**config.mk**
```make
export PLATFORM = sky130hd
export DESIGN_NAME = hex_display_scanner
export DESIGN_NICKNAME = d
export VERILOG_FILES = /design/src/rtl/hex_display_scanner.sv
export SDC_FILE = /design/constraint.sdc
export NUM_CORES = 1
export LEC_CHECK = 0
export CORE_MARGIN = 2
export CORE_UTILIZATION = 55
export DETAILED_ROUTE_END_ITERATION = 12
export GPL_TIMING_DRIVEN = 0
export MAX_ROUTING_LAYER = met4
export PLACE_DENSITY = 0.77
export SLEW_MARGIN = 10
export SYNTH_ARGS = -nofsm -noshare
export SYNTH_HDL_FRONTEND = slang
export SYNTH_SLANG_ARGS = --single-unit
```
**constraint.sdc**
```tcl
create_clock -name i_clk -period 3 [get_ports i_clk]
set_input_delay 0.45 -clock i_clk [delete_from_list [all_inputs] [get_ports i_clk]]
set_output_delay 0.45 -clock i_clk [all_outputs]
set_load 0.03 [all_outputs]
```
**src/rtl/hex_display_scanner.sv**
```systemverilog
// Time-multiplexed scan controller for a common-anode seven-segment display.
// Double-buffered value, per-digit guard interval, optional leading-zero blanking.
module hex_display_scanner #(
    parameter int DIGITS  = 4,
    parameter int CLK_DIV = 50000,
    parameter int GUARD   = 16
) (
    input  logic                  i_clk,
    input  logic                  i_rst,
    input  logic [4*DIGITS-1:0]   i_value,
    input  logic                  i_load,
    input  logic                  i_blank_lz,
    output logic [3:0]            o_hex,
    output logic                  o_en,
    output logic [DIGITS-1:0]     o_digit_sel,
    output logic                  o_frame,
    output logic                  o_pending
);

    localparam int CNT_W = $clog2(CLK_DIV);
    localparam int IDX_W = (DIGITS > 1) ? $clog2(DIGITS) : 1;

    typedef enum logic {
        S_GUARD,
        S_ON
    } state_t;

    state_t              state_q;
    logic [CNT_W-1:0]    cnt_q, cnt_d;
    logic [IDX_W-1:0]    idx_q, idx_d;
    logic [4*DIGITS-1:0] shadow_q, shadow_d;
    logic [4*DIGITS-1:0] active_q, active_d;
    logic                pending_q, pending_d;
    logic                blank_lz_q;

    logic                cnt_last;
    logic                idx_last;
    logic                frame;
    logic [DIGITS-1:0]   lz_mask;

    assign cnt_last = (cnt_q == CNT_W'(CLK_DIV - 1));
    assign idx_last = (idx_q == IDX_W'(DIGITS - 1));
    assign frame    = cnt_last && idx_last;

    // Slot counter and digit index
    always_comb begin
        cnt_d = cnt_last ? '0 : cnt_q + 1'b1;
        idx_d = idx_q;
        if (cnt_last) begin
            idx_d = idx_last ? '0 : idx_q + 1'b1;
        end
    end

    // A load coinciding with the frame boundary bypasses the shadow so it is
    // visible in the very next frame rather than one frame later.
    always_comb begin
        shadow_d  = shadow_q;
        active_d  = active_q;
        pending_d = pending_q;
        if (frame) begin
            if (i_load) begin
                active_d  = i_value;
                shadow_d  = i_value;
                pending_d = 1'b0;
            end else if (pending_q) begin
                active_d  = shadow_q;
                pending_d = 1'b0;
            end
        end else if (i_load) begin
            shadow_d  = i_value;
            pending_d = 1'b1;
        end
    end

    always_ff @(posedge i_clk) begin
        if (i_rst) begin
            state_q    <= S_GUARD;
            cnt_q      <= '0;
            idx_q      <= '0;
            shadow_q   <= '0;
            active_q   <= '0;
            pending_q  <= 1'b0;
            blank_lz_q <= 1'b0;
        end else begin
            cnt_q      <= cnt_d;
            idx_q      <= idx_d;
            shadow_q   <= shadow_d;
            active_q   <= active_d;
            pending_q  <= pending_d;
            blank_lz_q <= i_blank_lz;
            case (state_q)
                S_GUARD: if (cnt_q == CNT_W'(GUARD - 1)) state_q <= S_ON;
                S_ON:    if (cnt_last) state_q <= S_GUARD;
                default: state_q <= S_GUARD;
            endcase
        end
    end

    // Digit k (k >= 1) is a leading zero when nibbles k..DIGITS-1 are all zero
    always_comb begin
        int unsigned k;
        logic        all_zero;
        lz_mask  = '0;
        all_zero = 1'b1;
        for (int unsigned j = 0; j < DIGITS; j++) begin
            k          = DIGITS - 1 - j;
            all_zero   = all_zero & (active_q[4*k +: 4] == 4'h0);
            lz_mask[k] = all_zero & (k != 0);
        end
    end

    always_comb begin
        o_digit_sel = '1;
        for (int unsigned i = 0; i < DIGITS; i++) begin
            if (state_q == S_ON && idx_q == IDX_W'(i)) begin
                o_digit_sel[i] = 1'b0;
            end
        end
    end

    assign o_hex     = active_q[{idx_q, 2'b00} +: 4];
    assign o_en      = (state_q == S_ON) && !(blank_lz_q && lz_mask[idx_q]);
    assign o_frame   = frame;
    assign o_pending = pending_q;

endmodule

```
==> results.md, run 1 <==
- Gr ovfl total: 0
- Slowest cell on the critical path: clkdlybuf4s50_1
- Die Y: 70.0 um
- Num CTS Buffers: 5
- Largest buffer count on any clock path: 2
- CTS tree: yes
- Run status: completed
- Fillers: 340
- IO Pins: 31
- Clock root cell: clkbuf_8
- Max incr delay on CP: 0.67 ns
- Post-detail-place hpwl: ~3300 um
- Placed insts: 313
- Gate Count Post-Synth: between 200 and 250
- Total power: 1.21 mW
- Avg Cell Area, Syn: roughly 10 um2
- Routed vias/inst: between 5 and 6
- Worst setup SP type: register
- Power Density: 427 mW/mm2
- WP data required: between 2 and 3 ns
- Final min period: 2.71 ns
- Non-Filler Instances: 320
- Worst-Margin Slew: roughly 0.5 ns
- Initial antenna violation count: 0
- Worst hold path class: register to register
- Largest area contributor in the netlist: dfxtp_1
- Commonest non-fill, non-tap cells in the layout: 53 x dfxtp_1, 35 x nor2_1, 28 x clkdlybuf4s50_1, 18 x nor2b_1, 16 x mux2i_1
- Synth Register Bits: 53
- Setup Crit Path Kind: register to primary output
- Die Span X: approximately 70 um
- Ant. Diodes: 0
- Top_reg_cell synth: dfxtp_1
- Global-route wire length before repair: a little under 8000 um
- Most common cell after layout, fill and taps aside: dfxtp_1
- TNS Setup: 0 ns
- Total Routing Usage GR: approximately a fifth
- Ys Warns: 0
- Final Hold Viols: 0
- WL/cell: around 14 um
- Setup bufs post-CTS: 0
- Reg2Reg Setup Slack: roughly 1.1 ns
- Top cell type's share of synthesized area: 44.4%
- Hold WS: approximately 0.47 ns
- Clk pin slew, worst setup/hold paths: around 0.080 ns
- Kind of end point of the critical path: primary output
- Layout cell share with drive strength beyond 1: between 10% and 20%
- Deepest level of the CTS H-tree: 2
- Final RePlAce weighted congestion: slightly below 0.9
- Clk sinks: 53
- Area contributors post-synth: dfxtp_1 44%, mux2i_1 6.7%, mux2_4 6.3%, nor2_1 5.5%, nor2b_1 4.7%
- Clock skew: 0.00435 ns
- Critical Path AT: about 2.3 ns
- RSZ-0062 raised after global routing: no
- DRT iter0 DRCs: a little over 100
- IO Port Bufs: 28
- Total vias in the final route: between 1500 and 2000
- Detailed-route DRC error count: 0
- Post-cts sizing count: 0
- EDFF count, synth: 0
- Post-Syn Nets: 260
- Vias in the first global route: around 1600
- Pleak: 1.10 nW
- Crit-path cells: ha_1 -> and3_1 -> buf_2 -> and3_2 -> and3_1 -> clkdlybuf4s50_1
- Ys async rst share: 0%
- Cell repeated most along the worst path: and3_1
- Area grow syn2layout: 17.9%
- Sequential share of the synthesized area: between 40% and 50%
- Worst-path maximum fanout: 5
- Slew HR: approximately 66%
- Core Box Area: between 0.004 and 0.005 mm2
- Count of hold-fix buffers inserted at cts: 0
- Final Slew Violations: 0
- Post-synthesis cell type count: 35
- Final Cycle Share: between 90 and 100%
- Final ANT Viol Nets: 0
- VDD IR-drop max: 270 uV
- Clk_lat worst skew: approximately 0.30 ns
- Layout Nets: between 200 and 300
- Die area: roughly 0.0049 mm2
- Achievable Freq: 0.369 GHz
- Largest net degree at the start of global routing: 15
- Mapped cell area: 0.00239 mm2
- Utilization after layout: around 69%
- Row count: 23
- Initial core utilization: around 59%
- Setup violations, final: 0
- Total Routed Length: between 4000 and 5000 um
- First-pass iteration count of the detailed router: 4
- Maxcap violations: 0
[path summary, 6_finish.rpt]
| path | start | endpoint | depth (start not counted) |
|---|---|---|---|
| max | cnt_q[0]$_SDFF_PP0_ | o_frame | 6 |
| min | cnt_q[0]$_SDFF_PP0_ | cnt_q[0]$_SDFF_PP0_ | 1 |
| max reg2reg | cnt_q[0]$_SDFF_PP0_ | active_q[6]$_SDFFE_PP0P_ | 7 |
| min reg2reg | cnt_q[0]$_SDFF_PP0_ | cnt_q[0]$_SDFF_PP0_ | 1 |
[critical path, delay by kind of cell (launching register included)]
family / cells / cell delay [ns]
flip-flops: 1 / 0.37
AND/OR/NAND/NOR: 3 / 0.53
buffers and inverters: 2 / 0.83
adder cells (fa/ha/maj): 1 / 0.22
[cells in the mapped netlist, types with 4 or more instances]
cell type / n
mux2i_1: 16
xnor2_1: 12
clkbuf_1: 4
nor3_1: 8
nor4_1: 6
buf_2: 5
inv_1: 6
nor2b_1: 18
ha_1: 5
dfxtp_1: 53
mux4_2: 4
mux2_4: 10
nand4_1: 4
nand2_1: 10
mux2_2: 6
nand3_1: 8
nor2_1: 35
[layout make-up]
class                           count  area [um2]  share of cell area (%)
Sequential cell                    53        1060                    37.6
Buffer                             12        67.6                    2.39
Inverter                            6        22.5                   0.798
Timing Repair Buffer               28         280                    9.93
Multi-Input combinational cell    164        1240                    44.0
Tap cell                           50        62.6                    2.22
Clock buffer                        7        86.3                    3.06
[cell families after synthesis]
family	synth area share, %
DFF	44.4
and+or+nand+nor	22.7
buffers and inverters	3.77
muxes	19.6
adders and majority gates	2.62
AOI/OAI and AO/OA	1.88
xor gates and xnor gates	5.13
[flip-flops by register name, summed over array words and instances (netlist names)]
signal	count
active_q	16
blank_lz_q	1
cnt_q	16
idx_q	2
o_pending	1
shadow_q	16
state_q	1
[power by group]
group	leakage, nW	switching, mW	internal, mW
logic	0.625	0.0366	0.0411
registers	0.431	0.00703	0.721
clock network	0.0443	0.217	0.183
[per-stage QoR]
| step | setup WS (ns) | cell area, um2 |
|---|---|---|
| floorplan | 1.20 | 2390 |
| global placement | 0.608 | 2740 |
| detailed placement | 0.606 | 2740 |
| CTS | 0.265 | 2820 |
| global route | 0.175 | 2820 |
| finish | 0.287 | 2820 |
[metal layers]
metal	vias to the layer above	part of all wire (%)	track usage (%)	wire [um]
li1	874	-	-	-
met1	786	52	28.5	2270
met2	41	41	28.6	1810
met3	7	5.0	5.19	220
met4	0	1.7	7.48	74
met5	-	0	-	0
(Power assumes the default switching activity.)
==> run 2, diff against run 1 <==
--- a/config.mk
+++ b/config.mk
@@ -5,12 +5,13 @@
 export SDC_FILE = /design/constraint.sdc
 export NUM_CORES = 1
 export LEC_CHECK = 0
+export CELL_PAD_IN_SITES_DETAIL_PLACEMENT = 1
+export CELL_PAD_IN_SITES_GLOBAL_PLACEMENT = 1
 export CORE_MARGIN = 2
-export CORE_UTILIZATION = 55
+export CORE_UTILIZATION = 46
 export DETAILED_ROUTE_END_ITERATION = 12
-export GPL_TIMING_DRIVEN = 0
 export MAX_ROUTING_LAYER = met4
-export PLACE_DENSITY = 0.77
+export PLACE_DENSITY = 0.81
 export SLEW_MARGIN = 10
 export SYNTH_ARGS = -nofsm -noshare
 export SYNTH_HDL_FRONTEND = slang
==> run 2 against run 1 <==
Register-to-register slack worse by 0.20 ns. Total power up 7.5%. First-iteration DRC count up 2.9%. Design area up 0.89%. Via count up 1.5%. Non-clock buffer count down 7. Fmax down 1.1%. Clock power up 21%. Sequential power about the same. Cell count up 4.4%. Flip-flop and latch count unchanged.
==> results.md, run 2 (same netlist as run 1, synthesis figures left out) <==
- Setup Slack @ Placement: 0.588 ns (was 0.606 ns)
- Num CTS Buffers: 5 (unchanged)
- Die Y: 76.1 um (was 70.0 um)
- Crit-path cells: ha_1 -> and3_1 -> and3_2 -> and3_1 -> clkdlybuf4s50_1 (was ha_1 -> and3_1 -> buf_2 -> and3_2 -> and3_1 -> clkdlybuf4s50_1)
- Ant. Diodes: 0 (unchanged)
- WP data required: 2.55 ns (about the same)
- Layout cell share with drive strength beyond 1: 13.6% (was 14.1%)
- Commonest non-fill, non-tap cells in the layout: 53 x dfxtp_1, 35 x nor2_1, 30 x clkdlybuf4s50_1, 18 x nor2b_1, 16 x mux2i_1 (was 53 x dfxtp_1, 35 x nor2_1, 28 x clkdlybuf4s50_1, 18 x nor2b_1, 16 x mux2i_1)
- Maxcap violations: 0 (unchanged)
- Clk sinks: 53 (unchanged)
- Slew HR: 58.8% (was 66.4%)
- Count of hold-fix buffers inserted at cts: 0 (unchanged)
- Core Box Area: 0.00507 mm2 (was 0.00409 mm2)
- Final min period: 2.74 ns (was 2.71 ns)
- Worst setup SP type: register (unchanged)
- Clock root cell: clkbuf_8 (unchanged)
- Largest net degree at the start of global routing: 28 (was 15)
- Routed vias/inst: 5.19 (was 5.34)
- Die Span X: 76.1 um (was 70.0 um)
- Worst-path maximum fanout: 5 (unchanged)
- Max incr delay on CP: 0.68 ns (was 0.67 ns)
- WL/cell: 15.4 um (was 13.7 um)
- RSZ-0062 raised after global routing: no (unchanged)
- Final RePlAce weighted congestion: 0.768 (was 0.893)
- Global-route wire length before repair: 9050 um (was 7710 um)
- Pleak: 1.10 nW (about the same)
- Worst hold path class: register to register (unchanged)
- Final ANT Viol Nets: 0 (unchanged)
- Kind of end point of the critical path: primary output (unchanged)
- Initial core utilization: 47.1% (was 58.5%)
- Post-detail-place hpwl: 3730 um (was 3340 um)
- Row count: 26 (was 23)
- Total Routing Usage GR: 20.3% (was 20.4%)
- Biggest regs: active_q (16), cnt_q (16), shadow_q (16) (unchanged)
- Setup Crit Path Kind: register to primary output (unchanged)
- Setup bufs post-CTS: 0 (unchanged)
- Die area: 0.00579 mm2 (was 0.00489 mm2)
- Gr ovfl total: 0 (unchanged)
- Area grow syn2layout: 19.0% (was 17.9%)
- Clk pin slew, worst setup/hold paths: 0.08 ns (about the same)
- Deepest level of the CTS H-tree: 2 (unchanged)
- Final Slew Violations: 0 (unchanged)
- Layout Nets: 288 (was 295)
- Total power: 1.30 mW (was 1.21 mW)
- IO Port Bufs: 30 (was 28)
- Vias in the first global route: 1825 (was 1636)
- Utilization after layout: 56.1% (was 69.0%)
- Power Density: 455 mW/mm2 (was 427 mW/mm2)
- Total Routed Length: 5150 um (was 4370 um)
- Final WS setup: 0.255 ns (was 0.287 ns)
- IO Pins: 31 (unchanged)
- Initial antenna violation count: 0 (unchanged)
- Final Cycle Share: 91.5% (was 90.4%)
- Worst-Margin Slew: 0.616 ns (was 0.504 ns)
- Run status: completed (unchanged)
- CTS tree: yes (unchanged)
- Cell repeated most along the worst path: and3_1 (unchanged)
- TNS Setup: 0 ns (unchanged)
- Setup violations, final: 0 (unchanged)
- VDD IR-drop max: 263 uV (was 270 uV)
- Post-cts sizing count: 0 (unchanged)
- Slowest cell on the critical path: clkdlybuf4s50_1 (unchanged)
- Clock skew: 0.0103 ns (was 0.00435 ns)
- Final Hold Viols: 0 (unchanged)
- Detailed-route DRC error count: 0 (unchanged)
- Clk_lat worst skew: 0.31 ns (was 0.30 ns)
- Total vias in the final route: 1734 (was 1708)
- DRT iter0 DRCs: 105 (was 102)
- Achievable Freq: 0.364 GHz (was 0.369 GHz)
- Critical Path AT: 2.29 ns (was 2.26 ns)
- Most common cell after layout, fill and taps aside: dfxtp_1 (unchanged)
- First-pass iteration count of the detailed router: 4 (unchanged)
- Largest buffer count on any clock path: 2 (unchanged)
run 2: worst paths after layout:
path | slack [ns] | startpoint | depth (start not counted) | endpoint
hold / removal | 0.49 | cnt_q[0]$_SDFF_PP0_ | 1 | cnt_q[0]$_SDFF_PP0_
setup reg to reg | 0.90 | idx_q[0]$_SDFFE_PP0N_ | 4 | active_q[2]$_SDFFE_PP0P_
hold reg to reg | 0.49 | cnt_q[0]$_SDFF_PP0_ | 1 | cnt_q[0]$_SDFF_PP0_
setup / recovery | 0.26 | cnt_q[0]$_SDFF_PP0_ | 5 | o_frame
run 2: layout make-up:
cell class                 instances  area [um2]
fill                             573        2230
multi-input combinational        164        1240
sequential                        53        1060
timing repair buffer              33         323
tap                               70        87.6
clock buffer                       6        72.6
clock inverter                     2        38.8
inverter                           6        22.5
run 2: routing by layer:
| metal | global-route usage, % | routed length, um |
|---|---|---|
| met2 | 32.7 | 2450 |
| met3 | 4.15 | 173 |
| met1 | 25.7 | 2450 |
| met4 | 6.55 | 74 |
| met5 | - | 0 |
run 2: worst max-delay path, delay by kind of cell, from the launching register on:
| family | cells | cell delay, ns |
|---|---|---|
| adders and majority gates | 1 | 0.22 |
| buffers and inverters | 1 | 0.68 |
| DFF | 1 | 0.39 |
| and+or+nand+nor | 3 | 0.70 |
run 2: power breakdown:
group / total [mW] / internal (mW) / switching [mW] / leakage, nW
Combinational: 0.0818 / 0.0437 / 0.0381 / 0.610
Clock: 0.486 / 0.251 / 0.235 / 0.0554
Sequential: 0.728 / 0.721 / 0.00743 / 0.431
run 2: stage by stage:
| step | instance area, um2 | hold slack, ns | std cells |
|---|---|---|---|
| 2_1_floorplan | 2390 | 0.430 | 235 |
| 3_3_place_gp | 2740 | 0.444 | 326 |
| 3_5_place_dp | 2740 | 0.479 | 326 |
| 4_1_cts | 2850 | 0.498 | 334 |
| 5_1_grt | 2850 | 0.505 | 334 |
| 6_report | 2850 | 0.488 | 334 |
